--- src/rtl/jt12_bus_master.sv ---
// CPU-side initiator for the jt12 register bus: FIFO-queued {part,reg,data} writes replayed as
// busy poll / address write / busy poll / data write. Optional busy timeout: JT12_BUS_TIMEOUT_EN.
module jt12_bus_master #(
    parameter int FIFO_AW    = 2,
    parameter int STROBE_LEN = 2,
    parameter int BUSY_TMO   = 255
) (
    input  logic       clk_i,
    input  logic       rst_i,
    input  logic       cen_i,
    input  logic       req_valid_i,
    output logic       req_ready_o,
    input  logic       req_part_i,
    input  logic [7:0] req_reg_i,
    input  logic [7:0] req_data_i,
    output logic [7:0] ym_din_o,
    output logic [1:0] ym_addr_o,
    output logic       ym_cs_n_o,
    output logic       ym_wr_n_o,
    input  logic [7:0] ym_dout_i,
    output logic       idle_o,
    output logic       tmo_o
);
    localparam int DEPTH = 1 << FIFO_AW;
    localparam int CW    = FIFO_AW + 1;
    localparam logic [3:0] STRB_LAST = 4'(STROBE_LEN - 1);

    localparam logic [2:0] S_IDLE   = 3'd0;
    localparam logic [2:0] S_POLL_A = 3'd1;
    localparam logic [2:0] S_WR_A   = 3'd2;
    localparam logic [2:0] S_GAP_A  = 3'd3;
    localparam logic [2:0] S_POLL_D = 3'd4;
    localparam logic [2:0] S_WR_D   = 3'd5;
    localparam logic [2:0] S_GAP_D  = 3'd6;

    logic [16:0]        mem_q [DEPTH];
    logic [FIFO_AW-1:0] wr_ptr_q, rd_ptr_q;
    logic [CW-1:0]      cnt_q, cnt_d;
    logic [2:0]         state_q, state_d;
    logic [16:0]        hold_q, hold_d;
    logic [3:0]         scnt_q, scnt_d;
    logic               cs_n_q, cs_n_d, wr_n_q, wr_n_d;
    logic [1:0]         addr_q, addr_d;
    logic [7:0]         din_q, din_d;
    logic               ready_q, idle_q;
    logic               push, pop, busy, tmo_hit;
    logic [6:0]         unused_dout;

    assign busy        = ym_dout_i[7];
    assign unused_dout = ym_dout_i[6:0];
    assign push        = req_valid_i && ready_q;
    assign cnt_d       = cnt_q + CW'(push) - CW'(pop);

`ifdef JT12_BUS_TIMEOUT_EN
    logic [7:0] bcnt_q, bcnt_d;
    logic       tmo_q;
    logic       in_poll;

    assign in_poll = (state_q == S_POLL_A) || (state_q == S_POLL_D);
    assign tmo_hit = in_poll && busy && (bcnt_q == 8'(BUSY_TMO - 1));
    assign tmo_o   = tmo_q;

    always_comb begin
        bcnt_d = bcnt_q;
        if (cen_i && in_poll)
            bcnt_d = (!busy || tmo_hit) ? 8'd0 : bcnt_q + 8'd1;
    end

    always_ff @(posedge clk_i) begin
        if (rst_i) begin
            bcnt_q <= 8'd0;
            tmo_q  <= 1'b0;
        end else begin
            bcnt_q <= bcnt_d;
            tmo_q  <= cen_i && tmo_hit;
        end
    end
`else
    logic [7:0] unused_tmo;
    assign unused_tmo = 8'(BUSY_TMO);
    assign tmo_hit    = 1'b0;
    assign tmo_o      = 1'b0;
`endif

    always_comb begin
        state_d = state_q;
        hold_d  = hold_q;
        scnt_d  = scnt_q;
        pop     = 1'b0;
        if (cen_i) begin
            case (state_q)
                S_IDLE, S_GAP_D: begin
                    if (cnt_q != '0) begin
                        pop     = 1'b1;
                        hold_d  = mem_q[rd_ptr_q];
                        state_d = S_POLL_A;
                    end else begin
                        state_d = S_IDLE;
                    end
                end
                S_POLL_A: if (!busy || tmo_hit) begin state_d = S_WR_A; scnt_d = '0; end
                S_POLL_D: if (!busy || tmo_hit) begin state_d = S_WR_D; scnt_d = '0; end
                S_WR_A:   if (scnt_q == STRB_LAST) state_d = S_GAP_A; else scnt_d = scnt_q + 4'd1;
                S_WR_D:   if (scnt_q == STRB_LAST) state_d = S_GAP_D; else scnt_d = scnt_q + 4'd1;
                S_GAP_A:  state_d = S_POLL_D;
                default:  state_d = S_IDLE;
            endcase
        end
    end

    // Bus pins are decoded from the next state so they change on the same edge as the FSM.
    // din is preloaded during the poll so it is already stable when the strobe falls.
    always_comb begin
        cs_n_d = 1'b1;
        wr_n_d = 1'b1;
        addr_d = addr_q;
        din_d  = din_q;
        case (state_d)
            S_POLL_A: begin cs_n_d = 1'b0; addr_d = 2'b00; din_d = hold_d[15:8]; end
            S_POLL_D: begin cs_n_d = 1'b0; addr_d = 2'b00; din_d = hold_d[7:0]; end
            S_WR_A: begin
                cs_n_d = 1'b0; wr_n_d = 1'b0;
                addr_d = {hold_d[16], 1'b0}; din_d = hold_d[15:8];
            end
            S_WR_D: begin
                cs_n_d = 1'b0; wr_n_d = 1'b0;
                addr_d = {hold_d[16], 1'b1}; din_d = hold_d[7:0];
            end
            default: ;
        endcase
    end

    always_ff @(posedge clk_i) begin
        if (push) mem_q[wr_ptr_q] <= {req_part_i, req_reg_i, req_data_i};
    end

    always_ff @(posedge clk_i) begin
        if (rst_i) begin
            wr_ptr_q <= '0;
            rd_ptr_q <= '0;
            cnt_q    <= '0;
            state_q  <= S_IDLE;
            hold_q   <= '0;
            scnt_q   <= '0;
            cs_n_q   <= 1'b1;
            wr_n_q   <= 1'b1;
            addr_q   <= 2'b00;
            din_q    <= 8'h00;
            ready_q  <= 1'b0;
            idle_q   <= 1'b1;
        end else begin
            if (push) wr_ptr_q <= wr_ptr_q + 1'b1;
            if (pop)  rd_ptr_q <= rd_ptr_q + 1'b1;
            cnt_q    <= cnt_d;
            state_q  <= state_d;
            hold_q   <= hold_d;
            scnt_q   <= scnt_d;
            cs_n_q   <= cs_n_d;
            wr_n_q   <= wr_n_d;
            addr_q   <= addr_d;
            din_q    <= din_d;
            ready_q  <= (cnt_d != CW'(DEPTH));
            idle_q   <= (state_d == S_IDLE) && (cnt_d == '0);
        end
    end

    assign req_ready_o = ready_q;
    assign idle_o      = idle_q;
    assign ym_cs_n_o   = cs_n_q;
    assign ym_wr_n_o   = wr_n_q;
    assign ym_addr_o   = addr_q;
    assign ym_din_o    = din_q;

endmodule

--- config.mk ---
export PLATFORM = sky130hd
export DESIGN_NAME = jt12_bus_master
export DESIGN_NICKNAME = d
export VERILOG_FILES = /design/src/rtl/jt12_bus_master.sv
export SDC_FILE = /design/constraint.sdc
export NUM_CORES = 1
export LEC_CHECK = 0
export ABC_AREA = 1
export BUFFER_PORTS_ARGS = -buffer_cell sky130_fd_sc_hd__buf_2
export CELL_PAD_IN_SITES_DETAIL_PLACEMENT = 1
export CELL_PAD_IN_SITES_GLOBAL_PLACEMENT = 1
export CORE_UTILIZATION = 46
export DETAILED_ROUTE_END_ITERATION = 8
export PLACE_DENSITY = 0.79
export REMOVE_ABC_BUFFERS = 1
export SLEW_MARGIN = 40
export SYNTH_ARGS = -nofsm -noshare
export SYNTH_HDL_FRONTEND = slang
export SYNTH_SLANG_ARGS = --single-unit
--- constraint.sdc ---
create_clock -name clk_i -period 3 [get_ports clk_i]
set_input_delay 0.6 -clock clk_i [delete_from_list [all_inputs] [get_ports clk_i]]
set_output_delay 0.6 -clock clk_i [all_outputs]
set_load 0.02 [all_outputs]
# Word-level counts from Yosys, hierarchy flattened
# Memory sizes are Yosys's and may differ from the RTL's. A register that Yosys moved wholly into a read port is not among the register bits.
# Cells that the tools add are included.
# totals
reg_bits	45
ramBits	68
memories	1
in_bits	29
elab_cells	74
output_inout_bits	15
# mem_list
memory	words	width	rd	rd_clocked_by_memory_dff	wr	line_no	rtl
mem_q	4	17	1	1	1	36	logic [16:0] mem_q [DEPTH];
# classes
muxes	24
eq_ne	14
addsub	5
n_reduce_logical	18
# op_table
operator	count
two-way mux 17 bit	3
one-hot mux 3 bit (6 select lines)	1
one-hot mux 8 bit (2 select lines)	1
equality test 3 bit, second input constant	5
two-way mux 3 bit	5
OR reduction 2 bit	7
equality test 3 x 2 -> 1 bit, second input constant	3
zero test 3 bit	3
two-way mux 1 bit	8
two-way mux 4 bit	2
one-hot mux 4 bit (2 select lines)	1
equality test 3 x 1 -> 1 bit, second input constant	2
one-hot mux 2 bit (3 select lines)	1
nonzero test 3 bit	2
adder 2 x 1 -> 2 bit, second input constant	2
adder 4 x 1 -> 4 bit, second input constant	1
equality test 4 x 1 -> 1 bit, second input constant	1
two-way mux 2 bit	2
!= test 2 bit, second input constant	2
AND reduction 4 bit	1
nonzero test 2 bit	2
OR reduction 4 bit	1
adder 3 x 1 -> 3 bit	1
!= test 3 bit, second input constant	1
other kinds (2)	3

# Logic depth before layout (Yosys ltp)
# Gate-level depths: netlist of run 1.
# logic_depth
ltp_word	7
depth_mapped	15
ltp_nobuf	14

# Worst setup path before layout of run 1
# OpenSTA, ideal clock, no wires.
# synth_path
path_type	input-to-reg
start	input cen_i
end	register idle_q (netlist: idle_o)
path_slack_ns	0.689
path_buffers	1
cell_stages	11
arrival_time_ns	2.174
required_time_ns	2.862
setup_ns	0.138
cell_sequence	buf_4 nand3_4 inv_1 ha_1 inv_1 ha_1 fa_1 xor2_1 inv_1 nand4_1 o21ai_0
# synth_between
elab_chain_len	4
elab_cells_between_ends	6
cone_classes	add/sub: 1; mux: 2; reduce/logical: 3
# synth_rtl
item	line_no	rtl
from (decl)	10	input logic cen_i,
two-way mux 1 bit	90	if (cen_i) begin
net pop	46	logic push, pop, busy, tmo_hit;
subtractor 3 x 1 -> 3 bit	52	assign cnt_d = cnt_q + CW'(push) - CW'(pop);
zero test 3 bit	163	idle_q <= (state_d == S_IDLE) && (cnt_d == '0);
logical AND 1 bit	163	
to (signal assigned)	163	
to (decl)	45	logic ready_q, idle_q;
# The timed path passes the listed nets, and every way through them passes these cells.
# A chain may end at the register's enable or synchronous reset.

# Final worst setup path of run 1
# layout_path
start	register state_q[1]
end	register idle_q (netlist: idle_o)
# layout_between
elab_chain_len	7
elab_cells_between_ends	20
cone_classes	add/sub: 1; eq/ne: 6; mux: 8; reduce/logical: 5
# layout_rtl
item	line_no	rtl
from (decl)	39	logic [2:0] state_q, state_d;
from (signal assigned)	155	state_q <= state_d;
equality test 3 bit / zero test 3 bit (equally long branches)	91	case (state_q)
OR reduction 2 bit (*)	91	
two-way mux 1 bit (*)	91	
two-way mux 1 bit (*)	90	
net pop	46	
subtractor 3 x 1 -> 3 bit (*)	52	
zero test 3 bit (*)	163	
logical AND 1 bit (*)	163	
# Mark *: on every way through the listed nets, which the timed path passes. The rest lies on a longest branch.

==> results of run 1 <==
## worst max path at each step
stage                                from  cells after the start           endpoint
floorplan           state_q[1]$_SDFF_PP0_                     13  idle_o$_SDFF_PP1_
global placement                    cen_i                     11  idle_o$_SDFF_PP1_
detailed placement                  cen_i                     11  idle_o$_SDFF_PP1_
CTS                 state_q[1]$_SDFF_PP0_                     13  idle_o$_SDFF_PP1_
global route        state_q[1]$_SDFF_PP0_                     13  idle_o$_SDFF_PP1_
finish              state_q[1]$_SDFF_PP0_                     13  idle_o$_SDFF_PP1_
## report_power, final
group | switching (mW) | total (mW) | internal, mW
Clock | 0.750 | 1.94 | 1.19
Combinational | 0.974 | 1.42 | 0.444
Sequential | 0.0978 | 2.01 | 1.92
Total | 1.82 | 5.37 | 3.54
## layout make-up
type | instances | area share [%]
Tap cell | 136 | 2.91
Clock buffer | 17 | 7.08
Timing Repair Buffer | 42 | 3.89
Inverter | 63 | 4.04
Multi-Input combinational cell | 336 | 28.4
Clock inverter | 15 | 2.67
Sequential cell | 115 | 51.0
## per-layer routing
metal / GRT usage (%) / wire length (um) / up-vias
met5: 0 / 0 / -
met4: 9.23 / 176 / 0
met3: 4.97 / 455 / 12
met2: 39.5 / 5800 / 72
met1: 27.0 / 5070 / 1728
li1: - / - / 1804
## cells in the final DEF (no fill, tap or decap), types with 10 or more instances in the layout
master and instances:
nor2_1 91, a21oi_1 20, dfxtp_1 47, inv_1 55
nand2_1 110, edfxtp_1 68, o21ai_1 10, buf_2 35
o21ai_0 34, clkbuf_16 16
## sequential cells by signal (all words and copies together), names as in the netlist, 2 cells and up, named ones only
name       flops
state_q        3
wr_ptr_q       2
rd_ptr_q       2
scnt_q         4
mem_q         68
ym_addr_o      2
cnt_q          3
ym_din_o       8
hold_q        17
## worst max-delay path, cell delays in order (launching register included)
cell     delay [ns]
dfxtp_1        0.50
nor2_1         0.12
nand2_1        0.09
nand2_2        0.07
nand3_4        0.06
inv_1          0.11
ha_1           0.29
inv_1          0.04
ha_1           0.19
fa_1           0.38
xor2_1         0.18
inv_1          0.09
nand4_1        0.11
o21ai_0        0.22
## logic make-up (layout without fill, tap and decap cells)
logic type / after synthesis / in the layout / synth area share, %
other cells: 1 / 1 / 0.0751
xor+xnor: 2 / 2 / 0.351
simple gates: 252 / 252 / 22.5
compound gates: 72 / 72 / 7.92
fa+ha+maj: 9 / 9 / 2.40
buf+inv: 84 / 137 / 7.01
flops: 115 / 115 / 59.7
==> impl_metrics.env, run 1 <==
export IMPL_dp_cells=692
export IMPL_synth_distinct_cells=37
export IMPL_holdCritPathClass="in -> reg"
export IMPL_finalHoldViolCount=0
export IMPL_ctsRootBufferMaster="clkbuf_8"
export IMPL_synth_warnings=0
export IMPL_clk_latency_ns=0.52
export IMPL_crit_type="reg -> reg"
export IMPL_layout_nets=613
export IMPL_seq_area_um2=2980
export IMPL_routedWlPerCell_um=15.9
export IMPL_crit_required_ns=3.43
export IMPL_cts_setup_buffers=0
export IMPL_setup_ws_ns=0.475
export IMPL_dp_hpwl_mm=7.16
export IMPL_min_from="req_data_i[5]"
export IMPL_ys_async_sr_fraction_pct=0
export IMPL_cap_violations=0
export IMPL_rows=37
export IMPL_io_buffers=35
export IMPL_mappedNetlistArea_um2=4990
export IMPL_min_path_cells=1
export IMPL_drt_antenna_violating_nets=0
export IMPL_synth_edff_count=68
export IMPL_cts_tree="built"
export IMPL_worst_ep_arrival_time_ns=2.95
export IMPL_clk_path_buf_depth=2
export IMPL_holdPathEnd="mem_q[0][5]$_DFFE_PP_"
export IMPL_gp_congestion=0.727
export IMPL_routed_via_density=4.99
export IMPL_synth_seq_cells=115
export IMPL_ys_seq_area_share_pct=59.7
export IMPL_core_area_um2=10400
export IMPL_initial_utilization_pct=48.0
export IMPL_holdWs_ns=0.296
export IMPL_area_growth_pct=17.1
export IMPL_nFillCells=1195
export IMPL_cts_resized=0
export IMPL_htree_num_levels=4
export IMPL_cp_end_kind="flip-flop"
export IMPL_rsz0062_at_grt="no"
export IMPL_grt_max_degree=35
export IMPL_vias=3616
export IMPL_status="finished, final reports clean"
export IMPL_grt_total_usage_pct=22.6
export IMPL_drt_wl_total_mm=11.5
export IMPL_final_area_um2=5850
export IMPL_synthTopCellsByArea="edfxtp_1, dfxtp_1, nand2_1"
export IMPL_crit_path_max_fanout=7
export IMPL_grt_first_pass_wirelength_mm=19.1
export IMPL_multi_input_area_um2=1660
export IMPL_fin_crit_sh_pct=84.2
export IMPL_totalNegativeSetupSlack_ns=0
export IMPL_drt_initial_drc_count=194
export IMPL_postCtsHoldBufs=0
export IMPL_crit_reg2reg_launch="state_q[1]$_SDFF_PP0_"
export IMPL_powerDensity_nw_per_um2=917
export IMPL_grt_pass1_vias=3833
export IMPL_syn_inst=535
export IMPL_synth_most_common_cell="nand2_1"
export IMPL_setup_violations=0
export IMPL_yosysTopAreaCell="edfxtp_1"
export IMPL_reg2reg_slack_ns=0.48
export IMPL_die_area_um2=11300
export IMPL_report_power_total_mw=5.37
export IMPL_place_ws_ns=0.487
export IMPL_worstRegToRegCells=13
export IMPL_slew_violations=0
export IMPL_antenna_found_initial=0
export IMPL_worst_pin_slew_ns=0.698
export IMPL_clock_skew_ns=0.00961
export IMPL_drc=0
export IMPL_synth_common_cells="nand2_1, nor2_1, edfxtp_1"
export IMPL_layout_drive_gt1_share_pct=18.4
export IMPL_cp_start_kind="flip-flop"
export IMPL_post_route_min_period_ns=2.52
export IMPL_die_y_um=106
export IMPL_clkTransAtPathRegs_ns=0.06
export IMPL_io_pins=44
export IMPL_relSlewSlack_pct=53.4
export IMPL_fmax_mhz=396
export IMPL_peakVddDrop_mv=0.680
export IMPL_dr_pass1_iters=4
export IMPL_cts_buffers=17
export IMPL_p_leak_nw=2.52
export IMPL_final_util_pct=56.2
export IMPL_yosysTopAreaCellShare_pct=40.9
export IMPL_die_x_um=106
export IMPL_synth_avg_cell_area_um2=9.34
export IMPL_n_antenna_cell=0
export IMPL_final_instance_count_excl_fill=724
export IMPL_overflow=0
export IMPL_synth_ff_type="edfxtp_1"
export IMPL_placed_cell_area_um2=5280
export IMPL_r2r_end="idle_o$_SDFF_PP1_"
export IMPL_clock_sinks=115
Power figures use the tool's default switching activity.
==> inputs of run 2 (changes only) <==
CORE_UTILIZATION = 41   (was 46)
PLACE_DENSITY = 0.75   (was 0.79)
clock period = 2.3 ns   (was 3 ns; I/O delays follow)
==> run 2 against run 1 <==
Clock skew is 0.0042 ns lower. Worst hold slack worse by 0.046 ns. Fmax is 17% higher. Cell count is 2.2% higher. Setup slack worse by 0.33 ns. Clock power is 28% higher. Combinational power is 31% higher. Wire length is 4.8% lower. Critical path depth stayed put. Global-route usage is 3.1 points lower. Sequential cell count stayed put. Register-to-register slack worse by 0.33 ns.
==> impl_metrics.env, run 2 (synthesis results as in run 1) <==
export IMPL_status="finished, final reports clean"
export IMPL_layout_nets=622
export IMPL_rows=39
export IMPL_routed_via_density=5.00
export IMPL_cts_buffers=17
export IMPL_cts_setup_buffers=0
export IMPL_htree_num_levels=4
export IMPL_drc=0
export IMPL_drt_wl_total_mm=10.9
export IMPL_worst_pin_slew_ns=0.522
export IMPL_initial_utilization_pct=42.8
export IMPL_p_leak_nw=2.57
export IMPL_postCtsHoldBufs=0
export IMPL_routedWlPerCell_um=14.8
export IMPL_layout_commonest_cell="nand2_1"
export IMPL_vias=3703
export IMPL_powerDensity_nw_per_um2=1170
export IMPL_dr_pass1_iters=4
export IMPL_largest_register_ff_count=68
export IMPL_io_buffers=35
export IMPL_cp_end_kind="flip-flop"
export IMPL_drt_initial_drc_count=199
export IMPL_overflow=0
export IMPL_rsz0062_at_grt="no"
export IMPL_antenna_found_initial=0
export IMPL_ctsRootBufferMaster="clkbuf_16"
export IMPL_io_pins=44
export IMPL_grt_pass1_vias=3724
export IMPL_drt_antenna_violating_nets=0
export IMPL_slew_violations=0
export IMPL_holdWs_ns=0.249
export IMPL_clkTransAtPathRegs_ns=0.06
export IMPL_multi_input_area_um2=1660
export IMPL_crit_required_ns=2.59
export IMPL_die_x_um=112
export IMPL_clk_latency_ns=0.42
export IMPL_regMostFlops="mem_q"
export IMPL_cap_violations=0
export IMPL_peakVddDrop_mv=0.626
export IMPL_dp_hpwl_mm=7.06
export IMPL_clock_sinks=115
export IMPL_slowest_delay_ns=0.38
export IMPL_gp_congestion=0.766
export IMPL_final_cell_mix="nand2_1, nor2_1, edfxtp_1"
export IMPL_grt_max_degree=35
export IMPL_area_growth_pct=18.7
export IMPL_n_antenna_cell=0
export IMPL_nFillCells=1338
export IMPL_clk_path_buf_depth=2
export IMPL_cp_cell_sequence="inv_2 -> nand2_1 -> nand2_2 -> nand3_4 -> inv_1 -> ha_1 -> inv_1 -> ha_1 -> fa_1 -> xor2_1 -> inv_1 -> nand4_1 -> o21ai_0"
export IMPL_crit_path_max_fanout=5
export IMPL_die_area_um2=12600
export IMPL_cts_resized=0
export IMPL_place_ws_ns=0.0557
export IMPL_seq_area_um2=2990
export IMPL_grt_first_pass_wirelength_mm=18.2
export IMPL_cpMostUsedCell="inv_1"
export IMPL_cts_tree="built"
export IMPL_crit_type="reg -> reg"
export IMPL_cpMaxStageDelayCell="fa_1"
export IMPL_clock_skew_ns=0.00545
export IMPL_holdCritPathClass="in -> reg"
export IMPL_setup_violations=0
export IMPL_layout_drive_gt1_share_pct=20.6
export IMPL_worst_ep_arrival_time_ns=2.44
export IMPL_setup_ws_ns=0.149
export IMPL_post_route_min_period_ns=2.15
export IMPL_cp_start_kind="flip-flop"
export IMPL_fin_crit_sh_pct=93.5
export IMPL_relSlewSlack_pct=65.1
export IMPL_fmax_mhz=465
export IMPL_finalHoldViolCount=0
export IMPL_grt_total_usage_pct=19.6
export IMPL_die_y_um=112
export IMPL_core_area_um2=11700
-- run 2: changes by cell type in the layout (fill, tap and decap cells not counted), sizes merged --
cell,previous run,this run
clkbuf,17,18
bufinv,2,1
buf,42,51
-- run 2: path summary, 6_finish.rpt --
check / start / end / slack [ns] / cells past startpoint
min reg2reg: hold_q[14]$_SDFF_PP0_ / hold_q[14]$_SDFF_PP0_ / 0.48 / 2
min: req_reg_i[0] / mem_q[3][8]$_DFFE_PP_ / 0.25 / 1
max reg2reg: state_q[2]$_SDFF_PP0_ / idle_o$_SDFF_PP1_ / 0.15 / 13
max: state_q[2]$_SDFF_PP0_ / idle_o$_SDFF_PP1_ / 0.15 / 13
-- run 2: area by class of cell --
| cell class | count | share of cell area, % |
|---|---|---|
| clock buffers | 18 | 7.41 |
| clock inverters | 14 | 2.17 |
| inverters | 63 | 3.99 |
| multi-input cells | 336 | 28.1 |
| flip-flops and latches | 115 | 50.4 |
| well taps | 143 | 3.02 |
| repair buffers | 51 | 4.98 |
-- run 2: report_power, final --
group / internal, mW / switching [mW] / total (mW)
combinational: 0.608 / 1.25 / 1.86
sequential: 2.50 / 0.108 / 2.61
clock: 1.52 / 0.964 / 2.48
-- run 2: per-stage QoR --
| stage | cells | utilization, % | power, mW | setup TNS [ns] | instance area [um^2] |
|---|---|---|---|---|---|
| floorplan | 514 | - | 3.92 | -0.0548 | 4880 |
| global placement | 708 | 45.9 | 4.40 | 0 | 5360 |
| detailed placement | 708 | 45.9 | 4.52 | 0 | 5360 |
| CTS | 740 | 50.8 | 7.04 | 0 | 5920 |
| global route | 740 | 50.8 | 7.39 | 0 | 5930 |
| finish | 740 | 50.8 | 6.95 | 0 | 5930 |
-- run 2: critical path, delay by kind of cell (launching register included) --
kind,cells,cell delay (ns)
AOI/OAI and AO/OA,1,0.07
xor gates and xnor gates,1,0.18
adders and majority gates,3,0.84
buffers and inverters,4,0.25
DFF,1,0.36
and+or+nand+nor,4,0.31
-- run 2: layer usage --
layer  share of wire, %  vias up  GRT usage (%)
li1                   -     1829              -
met1                 44     1781           22.4
met2                 50       72           33.5
met3                3.7       21           5.08
met4                2.1        0           10.7
met5                  0        -              0
